`src/rtl/seven_seg_scan_driver.sv`:
```
// Time-multiplexed driver for N common-anode 7-segment digits on a shared, active-low segment bus.
// A pending/active double buffer makes frame updates tear-free.
module seven_seg_scan_driver #(
    parameter int N_DIGITS    = 4,
    parameter int SCAN_DIV    = 50000,
    parameter int DEAD_CYC    = 2,
    parameter int HEX_EN      = 1,
    parameter int LZ_SUPPRESS = 1
) (
    input  logic                  clk,
    input  logic                  rst_n,
    input  logic                  enable,
    input  logic [4*N_DIGITS-1:0] value,
    input  logic [N_DIGITS-1:0]   dp_in,
    input  logic                  load,
    output logic [6:0]            seg,
    output logic                  dp,
    output logic [N_DIGITS-1:0]   an,
    output logic                  frame_tick
);
    localparam int PW = (SCAN_DIV > 1) ? $clog2(SCAN_DIV) : 1;
    localparam int IW = (N_DIGITS > 1) ? $clog2(N_DIGITS) : 1;
    localparam logic [PW-1:0] PRE_LAST = PW'(SCAN_DIV - 1);
    localparam logic [IW-1:0] IDX_LAST = IW'(N_DIGITS - 1);

    logic [PW-1:0]         pre;
    logic [IW-1:0]         idx;
    logic [4*N_DIGITS-1:0] pend_val, act_val, act_val_nxt;
    logic [N_DIGITS-1:0]   pend_dp, act_dp, act_dp_nxt;
    logic [N_DIGITS-1:0]   lz_mask;
    logic [N_DIGITS-1:0]   an_nxt;
    logic [6:0]            seg_nxt;
    logic [3:0]            code;
    logic                  frame_start, lz_hit, dp_bit, all_zero;

    function automatic logic [6:0] seg_lut(input logic [3:0] c);
        case (c)
            4'h0: seg_lut = 7'b0000001;
            4'h1: seg_lut = 7'b1001111;
            4'h2: seg_lut = 7'b0010010;
            4'h3: seg_lut = 7'b0000110;
            4'h4: seg_lut = 7'b1001100;
            4'h5: seg_lut = 7'b0100100;
            4'h6: seg_lut = 7'b0100000;
            4'h7: seg_lut = 7'b0001111;
            4'h8: seg_lut = 7'b0000000;
            4'h9: seg_lut = 7'b0000100;
            4'hA: seg_lut = 7'b0001000;
            4'hB: seg_lut = 7'b1100000;
            4'hC: seg_lut = 7'b0110001;
            4'hD: seg_lut = 7'b1000010;
            4'hE: seg_lut = 7'b0110000;
            default: seg_lut = 7'b0111000;
        endcase
    endfunction

    // Index is held at 0 while disabled, so the first enabled cycle is also a frame start.
    assign frame_start = enable && (pre == '0) && (idx == '0);
    assign act_val_nxt = frame_start ? (load ? value : pend_val) : act_val;
    assign act_dp_nxt  = frame_start ? (load ? dp_in : pend_dp) : act_dp;

    always_comb begin
        lz_mask  = '0;
        all_zero = 1'b1;
        for (int i = N_DIGITS - 1; i >= 1; i--) begin
            all_zero   = all_zero && (act_val_nxt[4*i +: 4] == 4'd0);
            lz_mask[i] = all_zero;
        end
    end

    always_comb begin
        code   = act_val_nxt[3:0];
        lz_hit = 1'b0;
        dp_bit = act_dp_nxt[0];
        for (int i = 0; i < N_DIGITS; i++) begin
            if (idx == IW'(i)) begin
                code   = act_val_nxt[4*i +: 4];
                lz_hit = lz_mask[i];
                dp_bit = act_dp_nxt[i];
            end
        end
        seg_nxt = seg_lut(code);
        if ((HEX_EN == 0) && (code > 4'd9)) seg_nxt = 7'b1111111;
        if ((LZ_SUPPRESS != 0) && lz_hit)   seg_nxt = 7'b1111111;
        an_nxt = '1;
        if (32'(pre) >= DEAD_CYC) an_nxt[idx] = 1'b0;
    end

    always_ff @(posedge clk or negedge rst_n) begin
        if (!rst_n) begin
            pre        <= '0;
            idx        <= '0;
            pend_val   <= '0;
            pend_dp    <= '0;
            act_val    <= '0;
            act_dp     <= '0;
            seg        <= 7'b1111111;
            dp         <= 1'b1;
            an         <= '1;
            frame_tick <= 1'b0;
        end else begin
            if (load) begin
                pend_val <= value;
                pend_dp  <= dp_in;
            end
            act_val <= act_val_nxt;
            act_dp  <= act_dp_nxt;
            if (!enable) begin
                pre        <= '0;
                idx        <= '0;
                seg        <= 7'b1111111;
                dp         <= 1'b1;
                an         <= '1;
                frame_tick <= 1'b0;
            end else begin
                seg        <= seg_nxt;
                dp         <= ~dp_bit;
                an         <= an_nxt;
                frame_tick <= frame_start;
                if (pre == PRE_LAST) begin
                    pre <= '0;
                    idx <= (idx == IDX_LAST) ? '0 : idx + 1'b1;
                end else begin
                    pre <= pre + 1'b1;
                end
            end
        end
    end
endmodule

```
`config.mk`:
```
export PLATFORM = sky130hd
export DESIGN_NAME = seven_seg_scan_driver
export DESIGN_NICKNAME = d
export VERILOG_FILES = /design/src/rtl/seven_seg_scan_driver.sv
export SDC_FILE = /design/constraint.sdc
export NUM_CORES = 1
export LEC_CHECK = 0
export ABC_AREA = 1
export BUFFER_PORTS_ARGS = -buffer_cell sky130_fd_sc_hd__clkbuf_2
export CORE_MARGIN = 4
export CORE_UTILIZATION = 50
export CTS_CLUSTER_DIAMETER = 40
export DETAILED_ROUTE_END_ITERATION = 6
export PLACE_DENSITY = 0.69
export SYNTH_ARGS = -nofsm -noshare
export SYNTH_HDL_FRONTEND = slang
export SYNTH_SLANG_ARGS = --single-unit
export TNS_END_PERCENT = 20
```
`constraint.sdc`:
```
create_clock -name clk -period 2.5 [get_ports clk]
set_input_delay 0.25 -clock clk [delete_from_list [all_inputs] [get_ports clk]]
set_output_delay 0.25 -clock clk [all_outputs]
set_load 0.1 [all_outputs]
```
==> results.toml <==
[setup_path]
crit_path_end = "seg[2]"
crit_required_ns = 2.79
critical_path.top_delay_family = "simple AND/OR/NAND/NOR gates"
arrival_ns = 2.63
worstSetupStartpointType = "register"
cp_max_fo = 7
slowest_delay_ns = 0.41
reg2reg_slack_ns = 0.16
critical_path.cell_chain = "inv_2 > ha_4 > inv_1 > nor2_2 > nand2_2 > nor2_4 > nand2_4 > buf_4 > nor2_1 > o21bai_4 > nand2_2 > nand2_4 > inv_2 > ha_1 > nand3b_1 > nand2_1 > nand2_1 > nand3_1"
crit-reg2reg-launch = "idx[0]"
regToRegEndpoint = "seg[2]"
cp.buffers_inverters = 4
crit_path_end_kind = "register"
crit_start = "idx[0]"
cpMaxStageDelayCell = "dfrtp_1"
critPathKind = "reg -> reg"
worst-path-stages = 18
ff2ff_path_depth = 18

[die]
row_count = 30
initial_utilization_pct = 51.9
die_height_um = 92.4
die_w_um = 92.4
dieArea_um2 = 8540
core_um2 = 6870
io_pins = 37

[logic_synthesis]
synth_top_cell_by_area = "dfrtp_1"
netlist.area_leader.share_pct = 41.4
synth_most_common_cell = "nand2_1"
avgSynthCellArea_um2 = 8.21
synth.cells.most_frequent = "128 x nand2_1, 59 x dfrtp_1, 54 x nand3_1"
async_reset_ff_share_pct = 100
synth_edf_count = 0
synth_warnings = 0
ys_seq_area_share_pct = 50.3
ys.flop_type = "dfrtp_1"
synth_seq_cells = 71
synthTopCellsByArea = "dfrtp_1 41%, nand2_1 13%, dfstp_2 8.8%, nand3_1 7.6%, inv_1 4.7%"
synth_fp_nets = 470
syn_area_um2 = 3560
syn_inst = 434
synth_cell_types = 38

[pwr]
intPower_w = 0.00225
clkPwrFrac_pct = 21.0
p_sw_w = 0.00170
seqPwrFrac_pct = 37.5
powerDensity_nw_per_um2 = 933
p_leak_nw = 2.16
power_switching_share_pct = 43.1
comb_power_share_pct = 41.6
peakVddDrop_mv = 0.310

[timing]
finalWorstSetupSlack_ns = 0.161
maxSlewViolCount = 0
finalWorstPathRequiredPeriod_ns = 2.34
hold_viol = 0
worst_slew_pin_slew_ns = 0.550
fin_setup_tns_ns = 0
max_freq_ghz = 0.428
fin_skew_ns = 0.00869
relSlewSlack_pct = 63.5
post-route-period-util_pct = 93.6
finalSetupViolCount = 0

[clocking]
clkSinkCount = 71
htreeDepth = 3
cts_tree = "yes"
root_buffer = "clkbuf_8"
clockBufferDepth = 2
cts_buffers = 9
clkTransAtPathRegs_ns = 0.08
clk_latency_ns = 0.36

[detailed_routing]
num_vias = 2947
dr.pass1.iters = 4
viasPerCell = 4.94
wl_um = 7530
wl_per_cell_um = 12.6
dr.first_iter.drc_count = 155
drc = 0
postRouteAntennaNets = 0

[place]
hpwl_um = 5450
place_ws_ns = -0.00127
portBuffers = 36
gp_congestion = 0.848

[global_routing]
grt_first_pass_wirelength_um = 12900
grt.overflow.total = 0
grt_pass1_vias = 2877
grt_usage_pct = 19.0
grt_max_degree = 27
antenna_found_initial = 0

[run]
max-cap-violations = 0

[status]
outcome = "finished, final reports clean"

[final_layout]
seq_area_um2 = 1790
nets = 532
areaGrowthSynthToFinish_pct = 18.8
final_core_utilization_pct = 61.6
drive_above_1_share_pct = 26.1
n_fill_cell = 630
multiInputGateArea_um2 = 1590
antenna_cells = 0

[worst_hold_path]
min_path_type = "in -> reg"
## worst min-delay path, cell delays in order
cell and delay [ns]:
clkbuf_2 0.08, nand2_1 0.04, nand2_1 0.08
## logic make-up (layout without fill, tap and decap cells)
group,count (synthesis),count (layout),synth area share [%]
AO/OA/AOI/OAI,31,31,5.65
adder cells (fa/ha/maj),12,12,4.21
buffers and inverters,60,127,7.16
flip-flops,71,71,50.3
AND/OR/NAND/NOR,260,260,32.7
## stage by stage
step / instances / power [W] / hold WS (ns) / area (um2)
after global routing: 597 / 0.00421 / 0.124 / 4230
final: 597 / 0.00395 / 0.122 / 4230
after CTS: 589 / 0.00386 / 0.118 / 4110
after detailed placement: 572 / 0.00302 / 0.269 / 3910
after global placement: 572 / 0.00300 / 0.260 / 3910
after floorplan: 434 / 0.00274 / -0.0456 / 3560
## cells in the final DEF (no fill, tap or decap), types with 2 or more instances in the layout
master,Yosys,routed
or2_2,6,6
dfrtp_1,59,59
a21oi_1,5,4
buf_2,2,2
nand3_1,54,51
a21oi_2,1,2
nand2_2,9,8
nor2_4,2,2
ha_4,0,2
inv_1,45,42
nor2_1,38,38
nand3_2,2,5
nand2_4,2,4
dfstp_2,12,12
clkbuf_2,0,35
o21ai_0,13,13
o21ai_2,1,2
nand4_1,2,2
inv_2,4,7
and2_1,2,2
ha_1,12,9
clkinv_2,1,5
nor3_1,9,9
a211oi_1,2,2
nor3b_1,3,3
nand2_1,128,127
a31oi_1,3,3
buf_6,2,2
clkbuf_8,0,10
buf_4,3,20
## power groups by stage
stage / Combinational, W / Sequential (W) / Clock, W
6_report: 0.00164 / 0.00148 / 0.000828
5_1_grt: 0.00180 / 0.00151 / 0.000902
4_1_cts: 0.00154 / 0.00148 / 0.000842
3_5_place_dp: 0.00152 / 0.00150 / 0
3_3_place_gp: 0.00151 / 0.00149 / 0
2_1_floorplan: 0.000737 / 0.00200 / 0
## registers in the layout (all words and copies together), names as in the netlist
register and flops:
act_dp 4, pend_val 16, pre 16, frame_tick 1, dp 1, idx 2, seg 7, act_val 16
pend_dp 4, an 4
## worst min-delay path by stage
| stage | from | end | depth (start not counted) |
|---|---|---|---|
| 2_1_floorplan | rst_n | act_dp[0] | 0 |
| 3_3_place_gp | rst_n | pend_dp[2] | 1 |
| 3_5_place_dp | rst_n | pend_dp[2] | 1 |
| 4_1_cts | value[13] | pend_val[13] | 3 |
| 5_1_grt | value[15] | pend_val[15] | 3 |
| 6_report | value[13] | pend_val[13] | 3 |
## what timing repair did
item / 4_1_cts / 5_1_grt
hold endpoints to repair: 23 / 0
setup buffers: 0 / 7
setup endpoints to repair: 3 / 7
hold buffers: 1 / 0
cloned: 0 / 1
resized for setup: 2 / 19
pin swaps: 0 / 7
## layout make-up
class | count | area share (%)
clock inverters | 6 | 0.857
multi-input cells | 303 | 37.5
inverters | 51 | 4.55
repair buffers | 60 | 8.69
flip-flops and latches | 71 | 42.3
clock buffers | 10 | 3.25
well taps | 96 | 2.84
## per-layer routing
metal / share of wire [%] / track usage (%) / vias up / wire [um]
li1: - / - / 1501 / -
met1: 45 / 24.0 / 1374 / 3350
met2: 50 / 31.2 / 60 / 3760
met3: 4.1 / 5.12 / 12 / 306
met4: 1.5 / 7.18 / 0 / 113
met5: 0 / 0 / - / 0
No activity file was read; power rests on OpenSTA's default activity.
